==> config.mk <==
export PLATFORM = sky130hd
export DESIGN_NAME = data_bus_master
export DESIGN_NICKNAME = d
export VERILOG_FILES = /design/src/rtl/data_bus_master.sv
export SDC_FILE = /design/constraint.sdc
export NUM_CORES = 1
export LEC_CHECK = 0
export CAP_MARGIN = 20
export CELL_PAD_IN_SITES_DETAIL_PLACEMENT = 0
export CELL_PAD_IN_SITES_GLOBAL_PLACEMENT = 1
export CORE_UTILIZATION = 35
export DETAILED_ROUTE_END_ITERATION = 7
export PLACE_DENSITY = 0.93
export SETUP_SLACK_MARGIN = 0.3
export SYNTH_ARGS = -nofsm -noshare
export SYNTH_HDL_FRONTEND = slang
export SYNTH_SLANG_ARGS = --single-unit
export TNS_END_PERCENT = 5
==> constraint.sdc <==
create_clock -name clk -period 4.65 [get_ports clk]
set_input_delay 0.93 -clock clk [delete_from_list [all_inputs] [get_ports clk]]
set_output_delay 0.93 -clock clk [all_outputs]
set_load 0.02 [all_outputs]
==> src/rtl/data_bus_master.sv <==
// data_bus_master: initiator side of the CPU data bus; one load/store/fetch at a time,
// with read-data extension, misalignment detection and responder timeout.
`ifndef MEM_LEN
`define MEM_LEN 1:0
`define MEM_LEN_B 2'd0
`define MEM_LEN_H 2'd1
`define MEM_LEN_W 2'd2
`endif
`ifndef MEM_ACCESS
`define MEM_ACCESS 1:0
`define MEM_ACCESS_NONE 2'd0
`define MEM_ACCESS_R 2'd1
`define MEM_ACCESS_W 2'd2
`define MEM_ACCESS_X 2'd3
`endif

module data_bus_master #(
  parameter int unsigned TIMEOUT_CYCLES = 255
) (
  input  logic                clk,
  input  logic                res,
  input  logic                req_valid,
  output logic                req_ready,
  input  logic                req_write,
  input  logic                req_exec,
  input  logic [`MEM_LEN]     req_len,
  input  logic                req_signed,
  input  logic [31:0]         req_addr,
  input  logic [31:0]         req_wdata,
  output logic                rsp_valid,
  output logic [31:0]         rsp_rdata,
  output logic [1:0]          rsp_err,
  output logic [31:0]         db_addr,
  output logic [31:0]         db_dataOut,
  output logic [`MEM_ACCESS]  db_accessType,
  output logic [`MEM_LEN]     db_memLen,
  input  logic [31:0]         db_dataIn,
  input  logic                db_ready
);
  typedef enum logic [1:0] {IDLE, ACCESS, RDATA} state_t;
  state_t state, state_n;
  logic rsp_valid_n, sgn, sgn_n, mis, timeout;
  logic [31:0] rsp_rdata_n, addr_n, dout_n, cnt, cnt_n, ext;
  logic [1:0] rsp_err_n;
  logic [`MEM_ACCESS] type_n;
  logic [`MEM_LEN] len_n;
  assign req_ready = state == IDLE;
  assign mis = (req_len == `MEM_LEN_H && req_addr[0]) || (req_len == `MEM_LEN_W && req_addr[1:0] != 2'b00);
  assign timeout = TIMEOUT_CYCLES != 0 && cnt == 32'(TIMEOUT_CYCLES - 1);
  // db_memLen doubles as the latched request length for extension
  assign ext = db_memLen == `MEM_LEN_B ? {{24{sgn & db_dataIn[7]}}, db_dataIn[7:0]} :
               db_memLen == `MEM_LEN_H ? {{16{sgn & db_dataIn[15]}}, db_dataIn[15:0]} : db_dataIn;
  always_comb begin
    state_n = state;
    rsp_valid_n = 1'b0;
    rsp_rdata_n = rsp_rdata;
    rsp_err_n = rsp_err;
    addr_n = db_addr;
    dout_n = db_dataOut;
    type_n = db_accessType;
    len_n = db_memLen;
    sgn_n = sgn;
    cnt_n = cnt;
    case (state)
      IDLE: if (req_valid) begin
        if (mis) begin
          rsp_valid_n = 1'b1;
          rsp_err_n = 2'b01;
          rsp_rdata_n = '0;
        end else begin
          addr_n = req_addr;
          dout_n = req_wdata;
          len_n = req_len;
          sgn_n = req_signed;
          type_n = req_write ? `MEM_ACCESS_W : req_exec ? `MEM_ACCESS_X : `MEM_ACCESS_R;
          cnt_n = '0;
          state_n = ACCESS;
        end
      end
      ACCESS: if (db_ready) begin
        type_n = `MEM_ACCESS_NONE;
        state_n = db_accessType == `MEM_ACCESS_W ? IDLE : RDATA;
        if (db_accessType == `MEM_ACCESS_W) begin
          rsp_valid_n = 1'b1;
          rsp_err_n = 2'b00;
          rsp_rdata_n = '0;
        end
      end else begin
        cnt_n = cnt + 32'd1;
        if (timeout) begin
          type_n = `MEM_ACCESS_NONE;
          rsp_valid_n = 1'b1;
          rsp_err_n = 2'b10;
          rsp_rdata_n = '0;
          state_n = IDLE;
        end
      end
      RDATA: begin
        rsp_rdata_n = ext;
        rsp_valid_n = 1'b1;
        rsp_err_n = 2'b00;
        state_n = IDLE;
      end
      default: state_n = IDLE;
    endcase
  end
  always_ff @(posedge clk) begin
    if (res) begin
      state <= IDLE;
      rsp_valid <= 1'b0;
      rsp_rdata <= '0;
      rsp_err <= 2'b00;
      db_addr <= '0;
      db_dataOut <= '0;
      db_accessType <= `MEM_ACCESS_NONE;
      db_memLen <= `MEM_LEN_W;
      sgn <= 1'b0;
      cnt <= '0;
    end else begin
      state <= state_n;
      rsp_valid <= rsp_valid_n;
      rsp_rdata <= rsp_rdata_n;
      rsp_err <= rsp_err_n;
      db_addr <= addr_n;
      db_dataOut <= dout_n;
      db_accessType <= type_n;
      db_memLen <= len_n;
      sgn <= sgn_n;
      cnt <= cnt_n;
    end
  end
endmodule

; Word-level counts from Yosys, hierarchy flattened
; Cells that the tools add are included.
; W data, S select, Z words.
[word_totals]
reg_bits = 138
output_inout_bits = 104
latch_bits = 0
romBits = 0
input_bits = 105
word_cells = 76
n_memories = 0
ramBits = 0
[classes]
n_mux = 36
n_eq_ne = 13
n_div = 0
bitwise = 3
reduce_logical = 13
multipliers = 0
magnitude_cmp = 0
n_addsub = 1
shifts = 0
[ops]
columns = op, n
row1 = $mux W32, 10
row2 = $pmux W32 S3, 1
row3 = $pmux W32 S2, 1
row4 = $add A32 B1 Y32 const B, 1
row5 = $eq A32 B8 Y1 const B, 1
row6 = $mux W2, 15
row7 = $pmux W2 S2, 2
row8 = $reduce_and A4 Y1, 2
row9 = $eq A2 B1 Y1 const B, 3
row10 = $eq A2 B2 Y1 const B, 3
row11 = $ne A2 B2 Y1 const B, 3
row12 = $ne A3 B3 Y1 const B, 2
row13 = $pmux W2 S3, 1
row14 = $reduce_and A3 Y1, 2
row15 = $mux W1, 5
row16 = $reduce_and A5 Y1, 1
row17 = $logic_not A2 Y1, 2
row18 = $reduce_bool A2 Y1, 2
row19 = $pmux W1 S3, 1
row20 = $reduce_bool A3 Y1, 1
row21 = $and A1 B1 Y1, 2
row22 = $logic_and A1 B1 Y1, 2
row23 = $ne A2 B1 Y1 const B, 1
row24 = $logic_or A1 B1 Y1, 1
row25 = $not A1 Y1, 1

; Logic depth before layout (Yosys ltp)
; Gate-level depths: netlist of the first run.
[depth]
depth_word = 6
mapped_depth = 9
depth_no_buf = 7

; Least setup slack after synthesis of the first run
; OpenSTA, ideal clock, no wires.
[synth_timing]
path_type = input -> register
from = input req_addr[0]
to = register db_addr[0]
required_ns = 4.580
n_path_buf = 3
t_arrival_ns = 2.308
cell_stages = 7
setup_time_ns = 0.070
slack_ns = 2.271
path_cell_list = o21bai_1 -> o211a_2 -> buf_2 -> clkbuf_1 -> buf_1 -> nand2_1 -> a21oi_1
[synth_via]
elab_chain_len = 5
elab_cells_between_ends = 6
cone_classes = bitwise: 1 / reduce/logical: 5
[synth_rtl]
columns = item, line_no
row1 = "start, declared", 28  ; input logic [31:0] req_addr,
row2 = $reduce_bool A2 Y1, 48  ; assign mis = (req_len == `MEM_LEN_H && req_addr[0]) || (req_len == `MEM_LEN_W && req_addr[1:0] != 2'b00);
row3 = $logic_and A1 B1 Y1, 48
row4 = $logic_or A1 B1 Y1, 48
row5 = $not A1 Y1 (no source line), --
row6 = $reduce_and A3 Y1 (no source line), --
row7 = "end signal, assigned", 124  ; db_addr <= addr_n;
row8 = "end, declared", 33  ; output logic [31:0] db_addr,
; Parallel ways exist; a longest one is shown, timed or not.
; A chain may end at the register's enable or synchronous reset.

; Worst setup path in the final report of the first run
[layout_timing]
from = input req_addr[1]
to = register cnt[20]
[layout_via]
elab_chain_len = 5
[layout_rtl]
columns = item, line_no
row1 = $reduce_bool A2 Y1, 48
row2 = $logic_and A1 B1 Y1, 48
row3 = $logic_or A1 B1 Y1, 48
row4 = $ne A2 B2 Y1 (no source line), --
row5 = $reduce_and A4 Y1 (no source line), --
row6 = "end signal, assigned", 129  ; cnt <= cnt_n;
row7 = "end, declared", 43  ; logic [31:0] rsp_rdata_n, addr_n, dout_n, cnt, cnt_n, ext;
; No other way between the ends.

==> qor.json, run 1 <==
{
  "placement": {
    "buffer_ports.inserted": 208,
    "dpl.hpwl_mm": 11.88,
    "gp_routability_congestion": 0.8156
  },
  "cts": {
    "number_of_buffers_added_for_setup_after_cts": 0,
    "later_pin_clock_latency_in_the_skew_report_ps": 420,
    "clk_root_buffer_cell": "sky130_fd_sc_hd__clkbuf_16",
    "cts_repair_resize_count": 0,
    "cts_made_buffers": 17,
    "ctsHoldBuffers": 0,
    "tritoncts_clock_tree": "yes",
    "clkSlewWorstSetupHoldPaths_ps": 60,
    "clockBufferDepth": 2,
    "cts_htree_levels": 4,
    "cts_sinks": 138
  },
  "global_routing": {
    "grt_pass1_wl_mm": 26.90,
    "grt_antenna_before_repair": 0,
    "grt_max_degree": 92,
    "first_global_vias": 5140,
    "grt_use_total_pct": 19.29,
    "total_grt_overflow": 0
  },
  "synthesis": {
    "async_reset_ff_share_pct": 0,
    "ys_dominant_reg_cell": "sky130_fd_sc_hd__dfxtp_1",
    "area_share_of_the_leading_cell_type_in_the_synthesized_netlist_pct": 46.05,
    "postSynthCellCount": 730,
    "syn_area_sq_um": 6000,
    "netlist.top_cell.by_area": "sky130_fd_sc_hd__dfxtp_1",
    "post_synth_num_cell_types": 56,
    "netlist_top_cells_area": "sky130_fd_sc_hd__dfxtp_1 46%, sky130_fd_sc_hd__nand2_1 11%, sky130_fd_sc_hd__a21oi_1 9.0%",
    "most_numerous_cell_types_in_the_synthesized_netlist": "170 x sky130_fd_sc_hd__nand2_1, 138 x sky130_fd_sc_hd__dfxtp_1, 108 x sky130_fd_sc_hd__a21oi_1, 34 x sky130_fd_sc_hd__clkbuf_1, 25 x sky130_fd_sc_hd__inv_1",
    "seq_area_frac_synth_pct": 46.05,
    "yosys_register_bits": 138,
    "synth_most_common_cell": "sky130_fd_sc_hd__nand2_1",
    "synth_edf_count": 0,
    "yosysWarningCount": 0,
    "synth_fp_nets": 841,
    "synthesis.area_per_instance_sq_um": 8.218
  },
  "critical_path": {
    "setup.worst_path.end_class": "flop",
    "slowest_delay_ps": 540,
    "crit_path_start": "req_addr[1]",
    "critical-path-slowest-cell": "sky130_fd_sc_hd__or4_1",
    "cp_max_fo": 13,
    "required_ps": 5000,
    "path_cells": "clkdlybuf4s50_1 > o21bai_1 > o211a_2 > o2111ai_1 > or4_1 > a21oi_1",
    "arrival_ps": 3430,
    "startpoint_type": "primary input",
    "critical-path-top-delay-family": "compound AO/OA/AOI/OAI gates",
    "timing.setup.critical_path_class": "primary input to flop",
    "reg2reg_from": "state[1]",
    "critical_path.n_buffers_inverters": 1
  },
  "sta": {
    "timing.hold.ws_ps": 452.0,
    "crit_path_time_final_ps": 3075,
    "hold_viol": 0,
    "number_of_setup_violations_in_the_final_report": 0,
    "timing_worst_slew_pin_value_ps": 989.8,
    "timing_max_transition_violations_final": 0,
    "setup_total_negative_slack_ps": 0,
    "rsz0062_at_grt": "false",
    "max_clock_freq_ghz": 0.3252,
    "finalCritPeriodShare_pct": 66.14,
    "finClkSkew_ps": 8.405,
    "slew_headroom_pct": 34.02
  },
  "floorplan": {
    "fp_rows": 47,
    "initial_core_util_pct": 36.05,
    "design.portCount": 209,
    "core_region_area_sq_um": 16640,
    "dieHeight_um": 132.9,
    "die_width_um": 132.9,
    "dieArea_sq_um": 17670
  },
  "drt": {
    "drt_pre_antenna_iters": 5,
    "post-route-drc-count": 0,
    "drt_iter0_drc": 466,
    "wirelength_mm": 17.18,
    "via_count": 5734,
    "antenna_violating_nets_post_route": 0,
    "number_of_vias_per_cell": 4.990,
    "wl_per_cell_um": 14.95
  },
  "power": {
    "power_leakage_nw": 3.215,
    "power_density_nw_per_um2": 353.7,
    "totalPowerFinal_mw": 3.120,
    "ir_drop_uv": 270.4
  },
  "flow_run": {
    "cap_violations": 0
  },
  "final_layout": {
    "antenna_cells_inserted": 0,
    "area_delta_synth_final_pct": 47.01,
    "layout.nets": 1027,
    "drive_above_1_share_pct": 6.243
  },
  "min_path": {
    "worst_hold_path_type": "flop to flop",
    "hold_path_startpoint": "db_addr[6]"
  },
  "outcome": {
    "result_of_the_run": "completed"
  }
}
==> worst paths after layout <==
kind	to	slack, ps	cells past startpoint
worst max-delay path	cnt[20]	1570	6
worst min-delay path	db_addr[6]	450	2
worst max register to register	rsp_rdata[4]	1860	8
worst min register to register	db_addr[6]	450	2
==> power by group <==
part           switching [mW]  internal (mW)  total (mW)
Sequential             0.0330           1.23        1.27
Clock                   0.507          0.826        1.33
Combinational           0.282          0.237       0.519
Total                   0.822           2.30        3.12
==> cells in the final DEF (no fill, tap or decap), drive strengths merged, types with 5 or more instances in the layout <==
cell,n
clkdlybuf4s50,207
and3,5
buf,9
inv,25
nor2,19
o21ai,22
clkinv,8
nand4,10
nor3,9
or3,8
nand2,170
a21oi,108
clkbuf,20
nor2b,20
ha,6
and4,7
or4,10
o31ai,10
o2111ai,7
nor4,6
xor2,5
mux2i,17
and2,7
xnor2,5
mux2,17
nand3,19
dfxtp,138
==> worst reg2reg max path, stage by stage, from the launching register on <==
cell and delay (ps):
sky130_fd_sc_hd__dfxtp_1 390, sky130_fd_sc_hd__inv_1 80, sky130_fd_sc_hd__ha_1 330, sky130_fd_sc_hd__nand2_1 360, sky130_fd_sc_hd__nor2_1 140, sky130_fd_sc_hd__a211oi_2 350
sky130_fd_sc_hd__nand3_2 450, sky130_fd_sc_hd__buf_4 410, sky130_fd_sc_hd__mux2i_1 160
==> sequential cells by signal, indices dropped and copies added (netlist names) <==
register       cells
db_accessType      2
db_dataOut        32
cnt               32
state              2
db_addr           32
rsp_valid          1
rsp_err            2
sgn                1
db_memLen          2
rsp_rdata         32
==> routing by layer <==
layer  share of wire, %  up-vias  wire [um]  global-route usage [%]
met5                  0        -          0                       0
met4                2.6        0        444                   8.812
met3                8.2       28       1404                   6.169
met1                 45     2560       7777                   25.15
met2                 44      240       7553                   28.88
li1                   -     2906          -                       -
==> through the flow <==
step	instances	worst slack (ps)	utilization (%)	instance area, sq um
5_1_grt	1149	1460	53.00	8820
3_3_place_gp	1117	1240	49.45	8230
6_report	1149	1575	53.00	8820
4_1_cts	1149	1642	53.00	8820
3_5_place_dp	1117	1199	49.45	8230
2_1_floorplan	730	2271	-	6000
==> cells by family after synthesis <==
| logic type | synth area share, % |
|---|---|
| simple gates | 23.42 |
| compound gates | 16.91 |
| flops | 46.05 |
| buf+inv | 4.880 |
| mux | 6.027 |
| xor+xnor | 1.460 |
| fa+ha+maj | 1.251 |
==> cell type report <==
| cell class | instances | area, sq um |
|---|---|---|
| clock buffers | 20 | 466.7 |
| clock inverters | 12 | 122.6 |
| fillers | 1571 | 7823 |
| inverters | 25 | 93.84 |
| multi-input cells | 518 | 2962 |
| flip-flops and latches | 138 | 2763 |
| well taps | 220 | 275.3 |
| repair buffers | 216 | 2137 |
Power figures use the tool's default switching activity.
==> run 2: changes to the inputs <==
- CORE_UTILIZATION: 35 -> 33
- PLACE_DENSITY: 0.93 -> 0.89
- clock period: 4.65 -> 2.97 ns (I/O delays scaled with it)
==> run 2 against run 1 <==
  * Worst hold slack got worse by 0.87 ps
  * Flip-flop and latch count unchanged
  * Wire length grew 1.8%
  * Die area is 6.0% higher
  * Critical path depth is 2 lower
  * Clock skew grew 0.68 ps
  * Worst setup slack lost 1100 ps
  * Global-route usage fell by 0.72 points
  * Clock power grew 50%
  * Core utilization is 2.2 points lower
  * Final cell count increased by 1.4%
==> qor.json, run 2 (synthesis gave the netlist of run 1 again) <==
{
  "power": {
    "switching_power_mw": 1.255,
    "power_leakage_nw": 3.267,
    "ir_drop_uv": 452.2,
    "share_comb_of_total_power_pct": 17.7,
    "power_density_nw_per_um2": 542.2,
    "power_frac_seq_pct": 40.9,
    "totalPowerFinal_mw": 4.828,
    "switching_share_pct": 25.99,
    "clkPwrFrac_pct": 41.4,
    "power_report.internal_total_mw": 3.573
  },
  "final_layout": {
    "post_route_cell_area_sq_um": 8905,
    "multiInputGateArea_sq_um": 2962,
    "antenna_cells_inserted": 0,
    "layout_commonest_cell": "sky130_fd_sc_hd__clkdlybuf4s50_1",
    "area_delta_synth_final_pct": 48.43,
    "layout.core_utilization_pct": 50.78,
    "fillerInstances": 1660,
    "fin_cells": 1165,
    "ff_latch_area_sq_um": 2763,
    "layout_common_cells": "207 x sky130_fd_sc_hd__clkdlybuf4s50_1, 170 x sky130_fd_sc_hd__nand2_1, 138 x sky130_fd_sc_hd__dfxtp_1",
    "layout.nets": 1039,
    "drive_above_1_share_pct": 6.915
  },
  "cts": {
    "tritoncts_clock_tree": "yes",
    "cts_made_buffers": 17,
    "ctsHoldBuffers": 0,
    "clk_root_buffer_cell": "sky130_fd_sc_hd__clkbuf_16",
    "later_pin_clock_latency_in_the_skew_report_ps": 420,
    "number_of_buffers_added_for_setup_after_cts": 0,
    "clkSlewWorstSetupHoldPaths_ps": 60,
    "cts_repair_resize_count": 0,
    "cts_sinks": 138,
    "clockBufferDepth": 2,
    "cts_htree_levels": 4
  },
  "floorplan": {
    "fp_rows": 48,
    "dieArea_sq_um": 18720,
    "dieHeight_um": 136.8,
    "initial_core_util_pct": 34.21,
    "die_width_um": 136.8,
    "core_region_area_sq_um": 17540,
    "design.portCount": 209
  },
  "critical_path": {
    "setup.worst_path.end_class": "output port",
    "cp_max_fo": 8,
    "required_ps": 2380,
    "arrival_ps": 1910,
    "slowest_delay_ps": 540,
    "timing.setup.critical_path_class": "flop to output port",
    "reg2reg_from": "state[1]",
    "critical-path-slowest-cell": "sky130_fd_sc_hd__clkdlybuf4s50_1",
    "crit_path_start": "state[1]",
    "startpoint_type": "flop",
    "path_cells": "inv_1 > ha_1 > buf_4 > clkdlybuf4s50_1"
  },
  "sta": {
    "rsz0062_at_grt": "false",
    "layout_setup_ws_ps": 469.0,
    "crit_path_time_final_ps": 2501,
    "number_of_setup_violations_in_the_final_report": 0,
    "timing_worst_slew_pin_value_ps": 747.9,
    "finalCritPeriodShare_pct": 84.21,
    "setup_total_negative_slack_ps": 0,
    "hold_viol": 0,
    "timing_max_transition_violations_final": 0,
    "max_clock_freq_ghz": 0.3998,
    "slew_headroom_pct": 49.80,
    "finClkSkew_ps": 9.089,
    "timing.hold.ws_ps": 451.1
  },
  "min_path": {
    "worst_hold_path_type": "flop to flop",
    "hold_path_startpoint": "db_dataOut[16]"
  },
  "global_routing": {
    "grt_antenna_before_repair": 0,
    "total_grt_overflow": 0,
    "grt_max_degree": 55,
    "grt_use_total_pct": 18.57,
    "grt_pass1_wl_mm": 26.86,
    "first_global_vias": 5263
  },
  "flow_run": {
    "cap_violations": 0
  },
  "drt": {
    "via_count": 5804,
    "drt_pre_antenna_iters": 5,
    "post-route-drc-count": 0,
    "drt_iter0_drc": 343,
    "antenna_violating_nets_post_route": 0,
    "number_of_vias_per_cell": 4.982,
    "wirelength_mm": 17.49,
    "wl_per_cell_um": 15.01
  },
  "placement": {
    "detailed_place.area_sq_um": 8352,
    "dpl.hpwl_mm": 12.53,
    "gp_routability_congestion": 0.7956,
    "buffer_ports.inserted": 208,
    "post-place-cells": 1134,
    "pre_cts_slack_ps": 57.86
  },
  "outcome": {
    "result_of_the_run": "completed"
  }
}
## run 2: changes by cell type in the layout (fill, tap and decap cells not counted)
cell	before	now
sky130_fd_sc_hd__buf_4	8	18
sky130_fd_sc_hd__clkbuf_1	0	4
sky130_fd_sc_hd__buf_12	0	2
sky130_fd_sc_hd__clkbuf_8	3	1
sky130_fd_sc_hd__clkinvlp_4	2	0
sky130_fd_sc_hd__clkinv_4	2	1
## run 2: layout make-up
class / count / area share, %
Timing Repair Buffer: 228 / 25.29
Tap cell: 225 / 3.161
Sequential cell: 138 / 31.02
Clock buffer: 22 / 5.100
Multi-Input combinational cell: 518 / 33.26
Clock inverter: 9 / 1.110
Inverter: 25 / 1.054
## run 2: per-layer routing
metal | GRT usage [%] | up-vias | share of wire, %
met1 | 23.96 | 2644 | 44
met4 | 8.730 | 0 | 1.9
met2 | 29.30 | 210 | 47
li1 | - | 2926 | -
met5 | 0 | - | 0
met3 | 4.222 | 24 | 7.3
## run 2: power groups by stage
stage | clock (mW) | sequential (mW) | combinational [mW]
floorplan | 0 | 2.10 | 0.337
global placement | 0 | 2.01 | 0.854
detailed placement | 0 | 2.02 | 0.854
CTS | 2.06 | 1.98 | 0.859
global route | 2.13 | 1.98 | 0.922
finish | 2.00 | 1.98 | 0.852
## run 2: path summary, 6_finish.rpt
check / end / slack [ps] / cells after the start
hold / removal: db_dataOut[16] / 450 / 2
hold reg to reg: db_dataOut[16] / 450 / 2
setup / recovery: req_ready / 470 / 4
setup reg to reg: cnt[19] / 570 / 7
## run 2: worst max-delay path, delay by kind of cell (launching register included)
kind                     cells  cell delay [ps]
adder cells (fa/ha/maj)      1              210
buffers and inverters        3              820
flip-flops                   1              450
